$ cat config.mk
export PLATFORM = sky130hd
export DESIGN_NAME = risc_fetch_queue
export DESIGN_NICKNAME = d
export VERILOG_FILES = /design/src/rtl/risc_fetch_queue.sv
export SDC_FILE = /design/constraint.sdc
export NUM_CORES = 1
export LEC_CHECK = 0
export ABC_AREA = 1
export BUFFER_PORTS_ARGS = -buffer_cell sky130_fd_sc_hd__buf_2
export CORE_MARGIN = 10
export CORE_UTILIZATION = 46
export CTS_CLUSTER_SIZE = 16
export DETAILED_ROUTE_END_ITERATION = 8
export PLACE_DENSITY = 0.66
export RECOVER_POWER = 25
export SYNTH_ARGS = -nofsm -noshare
export SYNTH_HDL_FRONTEND = slang
export SYNTH_SLANG_ARGS = --single-unit
$ cat constraint.sdc
create_clock -name clk -period 4.84 [get_ports clk]
set_input_delay 1.21 -clock clk [delete_from_list [all_inputs] [get_ports clk]]
set_output_delay 1.21 -clock clk [all_outputs]
set_load 0.05 [all_outputs]
$ cat src/rtl/risc_fetch_queue.sv
// risc_fetch_queue: instruction prefetch queue with a single-beat bus master.
// Bytes are fetched one per bus cycle into a small circular queue, and the
// consumer removes 0..2 bytes per cycle. A flush restarts fetching at a new
// address. If a bus cycle is outstanding when the flush arrives, its byte is
// thrown away when it returns.
module risc_fetch_queue #(
  parameter int                DATA_W     = 8,
  parameter int                ADDR_W     = 16,
  parameter int                DEPTH      = 4,
  parameter logic [ADDR_W-1:0] RESET_ADDR = '0
) (
  input  logic                       clk,
  input  logic                       rst,
  input  logic                       flush,
  input  logic [ADDR_W-1:0]          flush_addr,
  input  logic                       hold,
  input  logic [1:0]                 pop,
  output logic [DATA_W-1:0]          q_out0,
  output logic [DATA_W-1:0]          q_out1,
  output logic [$clog2(DEPTH+1)-1:0] q_count,
  output logic [ADDR_W-1:0]          q_pc,
  output logic                       bus_cycle,
  output logic                       bus_ifetch,
  output logic [ADDR_W-1:0]          bus_addr,
  input  logic                       bus_ready,
  input  logic [DATA_W-1:0]          bus_rdata
);

  localparam int PW = $clog2(DEPTH);
  localparam int CW = $clog2(DEPTH+1);

  typedef enum logic [1:0] {
    IDLE    = 2'd0,
    FETCH   = 2'd1,
    DISCARD = 2'd2
  } state_t;

  state_t              state_r;
  logic [DATA_W-1:0]   mem_r [DEPTH];
  logic [PW-1:0]       head_r;
  logic [CW-1:0]       count_r;
  logic [ADDR_W-1:0]   fetch_addr_r;
  logic [ADDR_W-1:0]   q_pc_r;
  logic [ADDR_W-1:0]   bus_addr_r;
  logic                bus_cycle_r;
  logic [DATA_W-1:0]   q_out0_r;
  logic [DATA_W-1:0]   q_out1_r;

  logic [1:0]          pop_req_s;
  logic [CW-1:0]       pop_n_s;
  logic [CW-1:0]       avail_s;
  logic                accept_s;
  logic [CW-1:0]       cnt_next_s;
  logic                space_s;
  logic [PW-1:0]       head_next_s;
  logic [PW-1:0]       wr_idx_s;
  logic [PW-1:0]       idx1_s;
  logic [DATA_W-1:0]   q_out0_next_s;
  logic [DATA_W-1:0]   q_out1_next_s;

  // Pop saturation, occupancy after this cycle, space check and next head bytes.
  always_comb begin
    pop_req_s = (pop == 2'd3) ? 2'd2 : pop;
    if (CW'(pop_req_s) > count_r) begin
      pop_n_s = count_r;
    end else begin
      pop_n_s = CW'(pop_req_s);
    end
    avail_s     = count_r - pop_n_s;
    // A returning byte is only accepted when no flush is discarding it.
    accept_s    = (state_r == FETCH) && bus_ready && !flush;
    cnt_next_s  = avail_s + CW'(accept_s);
    // A new fetch needs a free slot after counting the byte that may arrive now.
    space_s     = (cnt_next_s < CW'(DEPTH));
    head_next_s = head_r + PW'(pop_n_s);
    wr_idx_s    = head_r + PW'(count_r);
    idx1_s      = head_next_s + PW'(1);
    if (accept_s && (wr_idx_s == head_next_s)) begin
      q_out0_next_s = bus_rdata;
    end else begin
      q_out0_next_s = mem_r[head_next_s];
    end
    if (accept_s && (wr_idx_s == idx1_s)) begin
      q_out1_next_s = bus_rdata;
    end else begin
      q_out1_next_s = mem_r[idx1_s];
    end
  end

  // Queue storage: write each accepted fetch byte at the tail.
  always_ff @(posedge clk) begin
    if (accept_s && !rst) begin
      mem_r[wr_idx_s] <= bus_rdata;
    end
  end

  // Fetch FSM together with queue pointers and all registered outputs.
  always_ff @(posedge clk) begin
    if (rst) begin
      state_r      <= IDLE;
      bus_cycle_r  <= 1'b0;
      bus_addr_r   <= RESET_ADDR;
      fetch_addr_r <= RESET_ADDR;
      q_pc_r       <= RESET_ADDR;
      count_r      <= '0;
      head_r       <= '0;
      q_out0_r     <= '0;
      q_out1_r     <= '0;
    end else begin
      q_out0_r <= q_out0_next_s;
      q_out1_r <= q_out1_next_s;
      case (state_r)
        IDLE: begin
          if (flush) begin
            count_r      <= '0;
            q_pc_r       <= flush_addr;
            fetch_addr_r <= flush_addr;
          end else begin
            count_r <= avail_s;
            head_r  <= head_next_s;
            q_pc_r  <= q_pc_r + ADDR_W'(pop_n_s);
            if (!hold && space_s) begin
              state_r     <= FETCH;
              bus_cycle_r <= 1'b1;
              bus_addr_r  <= fetch_addr_r;
            end
          end
        end
        FETCH: begin
          if (flush) begin
            count_r      <= '0;
            q_pc_r       <= flush_addr;
            fetch_addr_r <= flush_addr;
            if (bus_ready) begin
              state_r     <= IDLE;
              bus_cycle_r <= 1'b0;
            end else begin
              // Bus cycle must still finish; hold it and drop its data later.
              state_r <= DISCARD;
            end
          end else begin
            count_r <= cnt_next_s;
            head_r  <= head_next_s;
            q_pc_r  <= q_pc_r + ADDR_W'(pop_n_s);
            if (bus_ready) begin
              fetch_addr_r <= fetch_addr_r + ADDR_W'(1);
              if (!hold && space_s) begin
                bus_addr_r <= fetch_addr_r + ADDR_W'(1);
              end else begin
                state_r     <= IDLE;
                bus_cycle_r <= 1'b0;
              end
            end
          end
        end
        DISCARD: begin
          if (flush) begin
            q_pc_r       <= flush_addr;
            fetch_addr_r <= flush_addr;
          end
          if (bus_ready) begin
            state_r     <= IDLE;
            bus_cycle_r <= 1'b0;
          end
        end
        default: begin
          state_r     <= IDLE;
          bus_cycle_r <= 1'b0;
        end
      endcase
    end
  end

  assign q_out0     = q_out0_r;
  assign q_out1     = q_out1_r;
  assign q_count    = count_r;
  assign q_pc       = q_pc_r;
  assign bus_cycle  = bus_cycle_r;
  assign bus_ifetch = bus_cycle_r;
  assign bus_addr   = bus_addr_r;

endmodule
==> out/qor.csv <==
metric;value;unit
cts.sinks;104;
fin_crit_sh;88.4;%
die_area;17500;µm²
num_vias;5194;
hold_path.class;reg -> reg;
cts_setup_buffers;0;
slew_headroom;39.0;%
antenna_cells;0;
cts_resized;0;
cts_tree;done;
clkLatencyLatePin;0.36;ns
stdcell_count;979;
slew_viol_final;0;
period_needed;4.28;ns
crit_arrival;4.56;ns
reg2reg_depth;17;
syn-instance-count;740;
syn_area_per_cell;7.84;µm²
post-place-cells;963;
finalSetupViolations;0;
syn-cell-area;5800;µm²
crit_top_cell;ha_1;
grt_overflow;0;
core_area;12200;µm²
worst-path-max-fanout;19;
cp_slowest_cell;fa_1;
max_stage_delay;0.49;ns
cp_num_buf_inv;4;
holdCritStartpoint;bus_addr[12]$_SDFFE_PP0P_;
drt_iter0_drc;424;
skew;0.0124;ns
avgViaCountPerCell;5.31;
place_congestion;0.936;
die_h;132;µm
ys_top_cells_by_area;dfxtp_1 (25%), edfxtp_1 (17%), nand2_1 (9.0%), nor2_1 (5.0%), a21oi_1 (4.8%);
numPortBuffers;83;
cts_buffer_depth;2;
netlist.area_leader.share;24.8;%
synth_edf_count;32;
antenna_found_initial;0;
fin_tns_setup;0;ns
synth.distinct_cells;47;
die_x;132;µm
async_flop_share;0;%
drt_wl_total;15200;µm
rrSetupSlack;1.04;ns
dp_hpwl;10900;µm
grt_use_total;17.2;%
syn_nets;784;
cp_top_family;adder cells;
area_growth;13.0;%
drc_errors;0;
grt_pass1_vias;5179;
power.leakage;0.00281;µW
grt_max_degree;45;
status;complete, no violations;
hold_violations;0;
ir_drop;0.000367;V
cts_inserted_buffers;9;
root_buffer;clkbuf_16;
path_class;in -> reg;
ys.flop_type;dfxtp_1;
rr_endpoint;bus_addr[7]$_SDFFE_PP0P_;
worstMarginPinSlew;0.910;ns
clkTransAtPathRegs;0.07;ns
ys_top_cells_by_count;nand2_1 (139), nor2_1 (78), dfxtp_1 (72);
ys_seq_area_share;41.4;%
min_delay_path_depth;2;
start_kind;input port;
place_ws;0.242;ns
ys_seq_elements;104;
synth.most_common_cell;nand2_1;
yosys.area.top_type;dfxtp_1;
drtAntennaViolNets;0;
yosysWarnings;0;
fmax;234;MHz
crit_path_end_kind;flop;
cts-htree-levels;3;
hold_buffers;0;
timing.rr.start;q_count[1]$_SDFFE_PP0N_;
initial_core_util;47.7;%
drive_gt1_share;18.5;%
final_nets;850;
power_density;703;nW/µm²
max-cap-violations;0;
setup_slack;0.560;ns
grt_pass1_wl;25100;µm
min_to;bus_addr[12]$_SDFFE_PP0P_;
crit_chain;buf_2 -> inv_1 -> nand2_1 -> ha_1 -> a21oi_2 -> nand2_2 -> a21oi_1 -> ha_1 -> inv_1 -> fa_1 -> ha_1 -> xnor2_1 -> nor2_2 -> o2111ai_4 -> inv_2 -> nand2_1 -> a21oi_1;
dr.pass1.iters;5;
critPathRequiredTime;5.12;ns
rows;40;
wl_per_cell;15.5;µm
rsz0062_at_grt;false;
ios;84;
==> metal layers <==
layer  part of all wire (%)  routed length (µm)  global-route usage [%]  vias to the layer above
li1                       -                   -                       -                     2620
met1                     43                6470                    19.4                     2444
met2                     52                7830                    30.8                      111
met3                    3.9                 587                    3.01                       19
met4                    1.9                 286                    7.33                        0
met5                      0                   0                       0                        -
==> worst min-delay path, cell delays in order (launching register included) <==
cell and delay [ns]:
dfxtp_1 0.31, nand2_1 0.06, a21oi_1 0.05
==> worst max path at each step <==
stage	start	cells after the start	endpoint
detailed placement	pop[1]	17	bus_addr[7]$_SDFFE_PP0P_
global route	pop[1]	17	bus_addr[7]$_SDFFE_PP0P_
CTS	pop[1]	17	bus_addr[7]$_SDFFE_PP0P_
finish	pop[1]	17	bus_addr[7]$_SDFFE_PP0P_
floorplan	pop[1]	17	bus_addr[4]$_SDFFE_PP0P_
global placement	pop[1]	17	bus_addr[10]$_SDFFE_PP0P_
==> logic make-up after synthesis <==
| group | after synthesis | share of synthesized area [%] |
|---|---|---|
| buf+inv | 106 | 7.98 |
| flops | 104 | 41.4 |
| xor+xnor | 19 | 2.87 |
| mux | 5 | 0.862 |
| simple gates | 340 | 27.9 |
| compound gates | 152 | 15.9 |
| other cells | 1 | 0.0646 |
| fa+ha+maj | 13 | 3.06 |
==> area by class of cell <==
| cell class | instances | area [µm²] |
|---|---|---|
| inverters | 69 | 262 |
| fillers | 1175 | 5610 |
| well taps | 168 | 210 |
| clock buffers | 11 | 243 |
| flip-flops and latches | 104 | 2400 |
| clock inverters | 5 | 41.3 |
| multi-input cells | 530 | 2940 |
| repair buffers | 92 | 454 |
==> cells in the final DEF, fill, tap and decap left out, types with 24 or more instances in the layout <==
| master | netlist | routed |
|---|---|---|
| dfxtp_1 | 72 | 72 |
| nand2_1 | 139 | 139 |
| nand3_1 | 40 | 40 |
| o21ai_0 | 43 | 43 |
| clkbuf_1 | 21 | 24 |
| edfxtp_1 | 32 | 32 |
| buf_2 | 8 | 60 |
| a21oi_1 | 56 | 56 |
| inv_1 | 62 | 62 |
| nor2_1 | 78 | 78 |
==> through the flow <==
stage                     util [%]  hold slack (ns)  total power [µW]  instance area, µm²
final                         53.9            0.462              4610                6560
after global routing          53.9            0.493              4960                6560
after CTS                     54.1            0.467              4640                6580
after detailed placement      51.8            0.456              3930                6300
after global placement        51.8            0.458              3860                6300
after floorplan                  -            0.469              3400                5800
==> state kept, by name (all words and copies together) (netlist names) <==
register      count
q_out0            8
q_pc             16
bus_addr         16
state_r           2
bus_cycle         1
head_r            2
q_out1            8
mem_r            32
fetch_addr_r     16
q_count           3
==> power by group <==
group / internal, µW / switching (µW)
Combinational: 840 / 1870
Sequential: 1070 / 118
Clock: 368 / 343
Power figures use the tool's default switching activity.
